`src/rtl/rf_writeback_queue.sv`:
```
// Register-file writeback queue: buffers writeback requests, drains one per
// cycle into WE3/A3/WD3, and forwards pending values to the read ports.
module rf_writeback_queue #(
  parameter int DEPTH = 4,
  parameter int DW    = 32,
  parameter int AW    = 5
) (
  input  logic          clk,
  input  logic          reset,
  input  logic          in_valid,
  output logic          in_ready,
  input  logic [AW-1:0] in_addr,
  input  logic [DW-1:0] in_data,
  input  logic          drain_en,
  output logic          rf_we,
  output logic [AW-1:0] rf_addr,
  output logic [DW-1:0] rf_wd,
  input  logic [AW-1:0] q_addr1,
  input  logic [AW-1:0] q_addr2,
  output logic          q_hit1,
  output logic          q_hit2,
  output logic [DW-1:0] q_data1,
  output logic [DW-1:0] q_data2,
  output logic [AW:0]   count,
  output logic          full,
  output logic          empty
);

  localparam int PW = $clog2(DEPTH);
  localparam int CW = AW + 1;

  logic [PW-1:0] head_q, head_d;
  logic [PW-1:0] tail_q, tail_d;
  logic [CW-1:0] count_q, count_d;

  logic [AW-1:0] addr_q [DEPTH];
  logic [DW-1:0] data_q [DEPTH];

  logic push;
  logic pop;

  assign full     = (count_q == CW'(DEPTH));
  assign empty    = (count_q == '0);
  assign in_ready = !full;
  // x0 writes complete the handshake but never occupy a slot
  assign push     = in_valid && in_ready && (in_addr != '0);
  assign rf_we    = drain_en && !empty;
  assign pop      = rf_we;
  assign rf_addr  = addr_q[head_q];
  assign rf_wd    = data_q[head_q];
  assign count    = count_q;

  always_comb begin
    head_d  = head_q;
    tail_d  = tail_q;
    count_d = count_q;
    if (pop)  head_d = head_q + PW'(1);
    if (push) tail_d = tail_q + PW'(1);
    unique case (1'b1)
      (push && !pop): count_d = count_q + CW'(1);
      (!push && pop): count_d = count_q - CW'(1);
      default:        count_d = count_q;
    endcase
  end

  always_ff @(posedge clk or negedge reset) begin
    if (!reset) begin
      head_q  <= '0;
      tail_q  <= '0;
      count_q <= '0;
    end else begin
      head_q  <= head_d;
      tail_q  <= tail_d;
      count_q <= count_d;
    end
  end

  always_ff @(posedge clk) begin
    if (push) begin
      addr_q[tail_q] <= in_addr;
      data_q[tail_q] <= in_data;
    end
  end

  // Walk oldest to newest so the last match (closest to tail) wins
  function automatic logic [DW:0] lookup(input logic [AW-1:0] a);
    logic [PW-1:0] idx;
    lookup = '0;
    for (int i = 0; i < DEPTH; i++) begin
      idx = head_q + PW'(i);
      if ((CW'(i) < count_q) && (a != '0) && (addr_q[idx] == a))
        lookup = {1'b1, data_q[idx]};
    end
  endfunction

  assign {q_hit1, q_data1} = lookup(q_addr1);
  assign {q_hit2, q_data2} = lookup(q_addr2);

endmodule

```
`config.mk`:
```
export PLATFORM = sky130hd
export DESIGN_NAME = rf_writeback_queue
export DESIGN_NICKNAME = d
export VERILOG_FILES = /design/src/rtl/rf_writeback_queue.sv
export SDC_FILE = /design/constraint.sdc
export NUM_CORES = 1
export LEC_CHECK = 0
export ABC_AREA = 1
export BUFFER_PORTS_ARGS = -buffer_cell sky130_fd_sc_hd__clkbuf_2
export CORE_MARGIN = 1
export CORE_UTILIZATION = 55
export CTS_BUF_LIST = sky130_fd_sc_hd__clkbuf_4 sky130_fd_sc_hd__clkbuf_8
export CTS_CLUSTER_DIAMETER = 80
export DETAILED_ROUTE_END_ITERATION = 10
export PLACE_DENSITY = 0.77
export SKIP_CTS_REPAIR_TIMING = 1
export SLEW_MARGIN = 0
export SYNTH_ARGS = -nofsm -noshare
export SYNTH_HDL_FRONTEND = slang
export SYNTH_SLANG_ARGS = --single-unit
export TNS_END_PERCENT = 20
```
`constraint.sdc`:
```
create_clock -name clk -period 9.76 [get_ports clk]
set_input_delay 1.952 -clock clk [delete_from_list [all_inputs] [get_ports clk]]
set_output_delay 1.952 -clock clk [all_outputs]
set_load 0.03 [all_outputs]
```
==> reports/results.txt, run 1 <==
outcome = completed
global placer's final weighted congestion = 0.976
RR Endpoint = count[5]
Distinct cells, synth = 32
Std-Cell Rows = 54
Worst setup startpoint = head_q[0]
post-route ant nets = 0
Vias per Instance = 5.49
number of fill cells = 2,054
Seq/Total Area, Yosys = 38.1%
mapped cell area = 0.0123 mm^2
slew at the pin closest to its max-slew limit = 1.12 ns
htree depth = 4
drt total wl = 34,200 um
Die Area = 0.0230 mm^2
Max Freq = 126 MHz
min Tclk post-route = 7.93 ns
Rel. slew slack = 25.6%
vias in the first global route = 10.9k
CTS sink count = 158
Multi-input gate area = 0.00628 mm^2
clk_lat worst skew = 0.47 ns
setup total negative slack = 0 ns
Crit Path Category = reg -> out
final setup fails = 0
ys flop type = edfxtp_1
Syn Inst Count = 1,904
reg2reg setup slack = 6.83 ns
initial core utilization = 56.3%
Syn Nets = 1,964
all-layer global routing usage = 29.9%
Post-synth EDFFs = 148
RR Startpoint = count[0]
CTS tree = done
Req. time, crit path = 7.81 ns
top-count cell post-synth = nand2_1
min-delay src = count[5]
WHS = 0.571 ns
Worst EP arrival = 5.97 ns
Synth area leader = edfxtp_1
final hold vios = 0
WL/cell = 15.1 um
Synth area leaders = edfxtp_1 36%, nand2_1 20%, o21ai_0 8.6%, nor2_1 6.9%, inv_1 6.5%
Final period util = 81.2%
clk_skew = 0.0164 ns
GRT overflow = 0
Die Ht = 152 um
layout cell share with drive strength beyond 1 = 11.9%
antenna cell count = 0
largest fanout on the critical path = 113
crit path capture type = output port
Seq. cell area = 0.00470 mm^2
Root Driver = clkbuf_8
yosys warns = 0
largest net degree at the start of global routing = 126
Final nets = 2,036
IO buf count = 163
total CTS buffers = 17
max-slew violations = 0
RSZ-0062 raised after global routing = false
worst min path class = reg -> reg
Clock Tree Buf Depth = 2
Layout area overhead = 9.12%
drt drc = 0
dpl hpwl = 22,700 um
max cap viols = 0
initial DRC count = 1,279
via count = 12.5k
die width = 152 um
Setup crit end = q_data1[22]
Yosys reg bits = 158
Core Region = 0.0219 mm^2
initial antenna violation count = 1
first-pass GRT wire length = 53,600 um
Synth async-reset ratio = 6.33%
Worst-path clk slew = 0.09 ns
Core Util, Final = 61.4%
post-synth top area share = 36.1%
Critical Path Source Type = flip-flop
I/O pin cnt = 164
Pre-antenna DRT Iters = 8
Avg Inst Size Synth = 6.47 um^2
Worst R2R Path Depth = 13
synth cell count leaders = 665 x nand2_1, 228 x nor2_1, 212 x inv_1
sequential cells by signal, summed over array words and instances (netlist names):
signal and flops:
count 6, tail_q 2, head_q 2, addr_q 20, data_q 128
stage by stage:
stage	instance area (um^2)	setup WS, ns	std cells
4_1_cts	13400	2.03	2269
2_1_floorplan	12300	4.57	1904
5_1_grt	13400	1.35	2269
3_3_place_gp	13100	2.75	2237
3_5_place_dp	13100	2.53	2237
6_report	13400	1.83	2269
kinds of logic after synthesis:
logic type / Yosys count / share of synthesized area (%)
compound gates: 281 / 11.6
xor+xnor: 14 / 0.996
fa+ha+maj: 9 / 0.914
buf+inv: 338 / 11.6
flops: 158 / 38.1
simple gates: 1104 / 36.8
per-layer routing:
metal	global-route usage, %	routed length, um	vias to the layer above
met2	49.5	15800	551
li1	-	-	6261
met3	4.31	2670	63
met1	39.8	14900	5574
met5	0	17	-
met4	10.6	769	2
cell type report:
cell class / count / area share (%)
Multi-Input combinational cell: 1408 / 46.7
Sequential cell: 158 / 35.0
Timing Repair Buffer: 177 / 6.85
Inverter: 214 / 6.00
Tap cell: 280 / 2.61
Clock buffer: 21 / 2.01
Clock inverter: 11 / 0.866
critical path: stages, from the launching register on:
cell	delay, ns
dfrtp_4	0.84
buf_4	0.71
buf_4	0.77
nand2_1	0.18
nand2_1	0.14
nand2_1	0.09
nand3_1	0.13
nand2_1	0.09
nor2_4	0.70
nand3_2	0.88
nand2_1	0.34
nand3_1	0.10
nand2_1	0.09
nand2_1	0.07
clkbuf_2	0.18
how the worst min path moves through the flow:
stage,slack (ns),end,cells after the start
final,0.57,count[5],2
after global routing,0.60,count[5],2
after CTS,0.58,count[5],2
after detailed placement,0.55,count[5],2
after global placement,0.54,count[5],2
after floorplan,0.56,tail_q[1],2
cells in the final DEF (no fill, tap or decap), drive strengths merged, types with 2 or more instances in the layout:
| master | synthesis | routed |
|---|---|---|
| dfrtp | 10 | 10 |
| xor2 | 12 | 12 |
| buf | 87 | 14 |
| ha | 9 | 9 |
| xnor2 | 2 | 2 |
| nand2 | 667 | 667 |
| clkinv | 0 | 6 |
| or2 | 3 | 3 |
| nand4 | 67 | 67 |
| a21oi | 4 | 4 |
| inv | 214 | 216 |
| clkbuf | 37 | 184 |
| o21ai | 273 | 273 |
| nand3 | 128 | 128 |
| nor3 | 2 | 2 |
| nor2 | 235 | 235 |
| bufinv | 0 | 2 |
| edfxtp | 148 | 148 |
Power of run 1 is not shown: default switching activity piles up to over one toggle a cycle in this logic, so the estimate is an artifact.
==> run 2, diff against run 1 <==
- ABC_AREA: 1 -> 0
- clock period: 9.76 -> 7.3 ns (I/O delays scaled with it)
==> reports/results.txt, run 2 <==
post-route ant nets = 0
Vias per Instance = 6.25
layout cell share with drive strength beyond 1 = 34.4%
Syn Inst Count = 972
Avg Inst Size Synth = 11.4 um^2
Syn Nets = 1,032
initial antenna violation count = 1
drt total wl = 27,900 um
clk_lat worst skew = 0.47 ns
I/O pin cnt = 164
dpl hpwl = 18,600 um
top-count cell post-synth = edfxtp_1
CTS tree = done
total CTS buffers = 17
drt drc = 0
Seq/Total Area, Yosys = 42.5%
hold path endpoint = count[5]
Setup WS pre-CTS = 1.63 ns
slew at the pin closest to its max-slew limit = 1.18 ns
Worst EP arrival = 4.78 ns
all-layer global routing usage = 27.8%
final setup margin = 1.06 ns
crit path capture type = output port
mapped cell area = 0.0111 mm^2
synth cell count leaders = 148 x edfxtp_1, 105 x mux2i_1, 73 x nand2_1
htree depth = 4
Worst Hold Depth = 1
kind of cell adding the most delay to the critical path = simple AND/OR/NAND/NOR gates
via count = 8,495
worst min path class = reg -> reg
min-delay src = count[5]
clk_skew = 0.0107 ns
initial core utilization = 56.4%
setup total negative slack = 0 ns
CTS sink count = 158
WHS = 0.546 ns
final hold vios = 0
dpl cells = 1,325
reg2reg setup slack = 4.52 ns
Worst-path clk slew = 0.08 ns
P_int = 2.77 mW
P_leak = 4.62 nW
sw power = 3.11 mW
Rel. slew slack = 21.1%
Die Ht = 144 um
Final period util = 85.5%
global placer's final weighted congestion = 0.908
pwr dens = 481 mW/mm^2
Die Area = 0.0207 mm^2
number of fill cells = 1,553
die width = 144 um
non-filler cells, final = 1,359
Final nets = 1,139
Std-Cell Rows = 51
Post-synth EDFFs = 148
post-synth top area share = 40.2%
Core Region = 0.0196 mm^2
Worst R2R Path Depth = 6
outcome = completed
Largest register FFs = 128
min Tclk post-route = 6.24 ns
slowest cell on the critical path = and2_2
largest fanout on the critical path = 75
most common cell after layout, fill and taps aside = clkbuf_2
vias in the first global route = 7,924
Critical Path Source Type = flip-flop
Layout area overhead = 10.8%
CP Buf/Inv Count = 2
Clock power frac = 10.3%
ys flop type = edfxtp_1
yosys warns = 0
Comb power frac = 65.4%
GRT overflow = 0
CP Cell Sequence = clkinv_2, mux2i_2, xnor2_1, nor4_2, and2_2, a221oi_1, a211oi_2, clkbuf_2
Distinct cells, synth = 59
Max Freq = 160 MHz
Req. time, crit path = 5.84 ns
Yosys reg bits = 158
Seq pwr share = 24.3%
Crit path largest cell delay = 0.99 ns
Largest Register = data_q
Synth async-reset ratio = 6.33%
max cap viols = 0
Pre-antenna DRT Iters = 7
Sw Ratio = 52.9%
Clock Tree Buf Depth = 2
Root Driver = clkbuf_8
Worst VDD drop = 0.270 mV
final setup fails = 0
RR Startpoint = count[0]
largest net degree at the start of global routing = 77
first-pass GRT wire length = 43,200 um
Synth area leader = edfxtp_1
IO buf count = 163
most frequent cells in the layout = 163 x clkbuf_2, 148 x edfxtp_1, 105 x mux2i_1, 73 x nand2_1, 71 x nor2_1
RSZ-0062 raised after global routing = false
Synth area leaders = edfxtp_1 40%, mux2i_1 9.5%, mux2_2 5.9%, a221oi_2 5.6%, mux4_2 5.3%
RR Endpoint = data_q[1][7]
max-slew violations = 0
initial DRC count = 751
Crit Path Category = reg -> out
WL/cell = 20.6 um
-- run 2: changes by cell type after synthesis, moves of 22 or more --
| cell | before | now |
|---|---|---|
| nand3_1 | 124 | 5 |
| mux2_2 | 0 | 58 |
| o21ai_0 | 211 | 61 |
| o21ai_1 | 60 | 3 |
| inv_1 | 212 | 11 |
| mux2i_1 | 0 | 105 |
| xnor2_1 | 2 | 36 |
| a221oi_2 | 0 | 41 |
| nand4_1 | 67 | 2 |
| a21oi_1 | 4 | 69 |
| buf_2 | 54 | 32 |
| nand2_1 | 665 | 73 |
| nor2_1 | 228 | 72 |
| mux4_2 | 0 | 26 |
-- run 2: area by class of cell --
type / instances / area, um^2 / share of cell area [%]
clock buffer: 17 / 234 / 1.91
inverter: 13 / 50.0 / 0.409
clock inverter: 15 / 126 / 1.03
timing repair buffer: 176 / 913 / 7.46
antenna: 2 / 5.00 / 0.0409
tap: 265 / 332 / 2.71
sequential: 158 / 4700 / 38.4
multi-input combinational: 713 / 5890 / 48.1
-- run 2: power by group through the flow --
| stage | clock [mW] | sequential [mW] | combinational (mW) |
|---|---|---|---|
| after floorplan | 0 | 1.33 | 3.08 |
| after global placement | 0 | 1.44 | 3.77 |
| after detailed placement | 0 | 1.45 | 3.83 |
| after CTS | 0.612 | 1.43 | 3.84 |
| after global routing | 0.644 | 1.47 | 4.15 |
| final | 0.604 | 1.43 | 3.85 |
-- run 2: metrics by stage --
step / power (mW) / util [%] / cell area [um^2]
after floorplan: 4.41 / - / 11100
final: 5.89 / 62.5 / 12200
after global routing: 6.26 / 62.5 / 12200
after CTS: 5.89 / 62.5 / 12200
after detailed placement: 5.28 / 60.7 / 11900
after global placement: 5.21 / 60.7 / 11900
-- run 2: worst max-delay path by stage --
stage | startpoint | endpoint | depth (start not counted)
after floorplan | q_addr2[4] | q_data2[0] | 9
after global placement | q_addr1[3] | q_data1[5] | 8
after detailed placement | q_addr1[3] | q_data1[1] | 8
after CTS | head_q[1] | q_data1[1] | 8
after global routing | head_q[1] | q_data1[2] | 8
final | head_q[1] | q_data1[1] | 8
-- run 2: kinds of logic after synthesis --
family                     synth area share, %
and+or+nand+nor                           9.68
muxes                                     20.8
AOI/OAI and AO/OA                         17.2
xor gates and xnor gates                  4.20
DFF                                       42.5
buffers and inverters                     4.57
adders and majority gates                 1.02
-- run 2: layer usage --
metal,GRT usage (%),routed length [um],vias up
met5,0,0,-
met4,11.9,791,0
met3,5.86,2270,63
met2,44.0,13100,399
met1,37.0,11800,4091
li1,-,-,3942
Note: power is estimated with default switching activity, not from simulation.
==> run 3, diff against run 2 <==
- CELL_PAD_IN_SITES_DETAIL_PLACEMENT: default -> 0
- CELL_PAD_IN_SITES_GLOBAL_PLACEMENT: default -> 1
- CORE_UTILIZATION: 55 -> 48
- PLACE_DENSITY: 0.77 -> default
- PLACE_DENSITY_LB_ADDON: default -> 0.1
==> reports/results.txt, run 3 (same netlist as run 2, synthesis figures left out) <==
outcome = completed
met3 usage = 4.03%
Crit path largest cell delay = 1.05 ns
htree depth = 4
met1 Use GR = 33.6%
met2 usage = 40.0%
largest net degree at the start of global routing = 96
Comb power frac = 65.0%
Worst EP arrival = 4.59 ns
final std cell area, no fill = 0.0123 mm^2
crit path capture type = output port
drt total wl = 28,500 um
GRT overflow = 0
Worst-path clk slew = 0.09 ns
Die Ht = 154 um
WHS = 0.540 ns
first-pass GRT wire length = 44,200 um
Die Area = 0.0236 mm^2
Seq pwr share = 24.2%
Most Crowded Layer GR = met2
vias in the first global route = 7,942
final setup fails = 0
RSZ-0062 raised after global routing = false
Largest Register = data_q
Clock power frac = 10.8%
clk_skew = 0.0141 ns
P_leak = 4.66 nW
final hold vios = 0
initial antenna violation count = 0
Rel. slew slack = 25.4%
min Tclk post-route = 6.05 ns
CP Buf/Inv Count = 3
Final period util = 82.8%
dpl cells = 1,350
via count = 8,246
antenna cell count = 0
WL/cell = 20.6 um
Final nets = 1,144
pwr dens = 481 mW/mm^2
Sw Ratio = 52.5%
layout cell share with drive strength beyond 1 = 34.7%
dpl hpwl = 19,100 um
non-filler cells, final = 1,382
initial DRC count = 545
number of fill cells = 1,992
Vias per Instance = 5.97
Largest register FFs = 128
max cap viols = 0
Max Freq = 165 MHz
Post-DP Area = 0.0119 mm^2
kind of cell adding the most delay to the critical path = buffers and inverters
most common cell after layout, fill and taps aside = clkbuf_2
setup total negative slack = 0 ns
Root Driver = clkbuf_8
max-slew violations = 0
Std-Cell Rows = 55
die width = 154 um
CTS sink count = 158
global placer's final weighted congestion = 0.888
worst min path class = reg -> reg
sw power = 3.11 mW
CTS tree = done
slew at the pin closest to its max-slew limit = 1.12 ns
all-layer global routing usage = 24.4%
P_int = 2.82 mW
largest fanout on the critical path = 95
post-route ant nets = 0
CP Cell Sequence = clkinv_2, mux2_2, mux2i_1, or2_1, o21ba_2, buf_4, a221oi_1, clkbuf_2
clk_lat worst skew = 0.46 ns
I/O pin cnt = 164
Crit Path Category = reg -> out
drt drc = 0
most frequent cells in the layout = 163 x clkbuf_2, 148 x edfxtp_1, 105 x mux2i_1, 73 x nand2_1, 71 x nor2_1
Pre-antenna DRT Iters = 5
Layout area overhead = 11.6%
Clock Tree Buf Depth = 2
slowest cell on the critical path = dfrtp_4
total CTS buffers = 17
IO buf count = 163
Core Region = 0.0226 mm^2
initial core utilization = 48.8%
Req. time, crit path = 5.84 ns
Critical Path Source Type = flip-flop
Worst VDD drop = 0.241 mV
[run 3: changes by cell type in the layout (fill, tap and decap cells not counted)]
cell / before / now
diode_2: 2 / 0
inv_6: 5 / 6
buf_4: 13 / 18
clkinv_2: 4 / 1
clkinv_4: 3 / 4
clkbuf_4: 0 / 1
inv_8: 3 / 2
bufinv_16: 0 / 1
[run 3: cell type report]
class	instances	area [um^2]	share of cell area [%]
Multi-Input combinational cell	713	5890	47.7
Inverter	13	50.0	0.406
Tap cell	285	357	2.89
Sequential cell	158	4700	38.1
Clock inverter	14	148	1.20
Clock buffer	18	241	1.96
Timing Repair Buffer	181	951	7.71
[run 3: power groups by stage]
stage / Clock, mW / Sequential (mW) / Combinational, mW
2_1_floorplan: 0 / 1.33 / 3.08
3_3_place_gp: 0 / 1.45 / 3.84
3_5_place_dp: 0 / 1.46 / 3.85
4_1_cts: 0.652 / 1.44 / 3.86
5_1_grt: 0.686 / 1.47 / 4.15
6_report: 0.641 / 1.44 / 3.86
[run 3: stage by stage]
stage | utilization, % | worst slack [ns] | total power [mW]
4_1_cts | 54.5 | 1.24 | 5.95
3_3_place_gp | 52.8 | 1.56 | 5.29
6_report | 54.5 | 1.25 | 5.93
2_1_floorplan | - | 2.00 | 4.41
5_1_grt | 54.5 | 1.00 | 6.31
3_5_place_dp | 52.8 | 1.46 | 5.31
[run 3: path summary, 6_finish.rpt]
path / from / endpoint / slack, ns / cells past startpoint
worst max-delay path: head_q[1] / q_data1[2] / 1.25 / 8
min in group asynchronous: reset / count[0] / 0.86 / 1
worst min-delay path: count[5] / count[5] / 0.54 / 1
max in group asynchronous: reset / head_q[1] / 6.18 / 1
worst min register to register: count[5] / count[5] / 0.54 / 1
worst max register to register: count[0] / data_q[3][2] / 4.48 / 7
[run 3: per-layer routing]
layer	vias to the layer above	routed length, um
met2	258	13300
li1	3948	-
met5	-	0
met4	0	346
met3	25	1440
met1	4015	13400
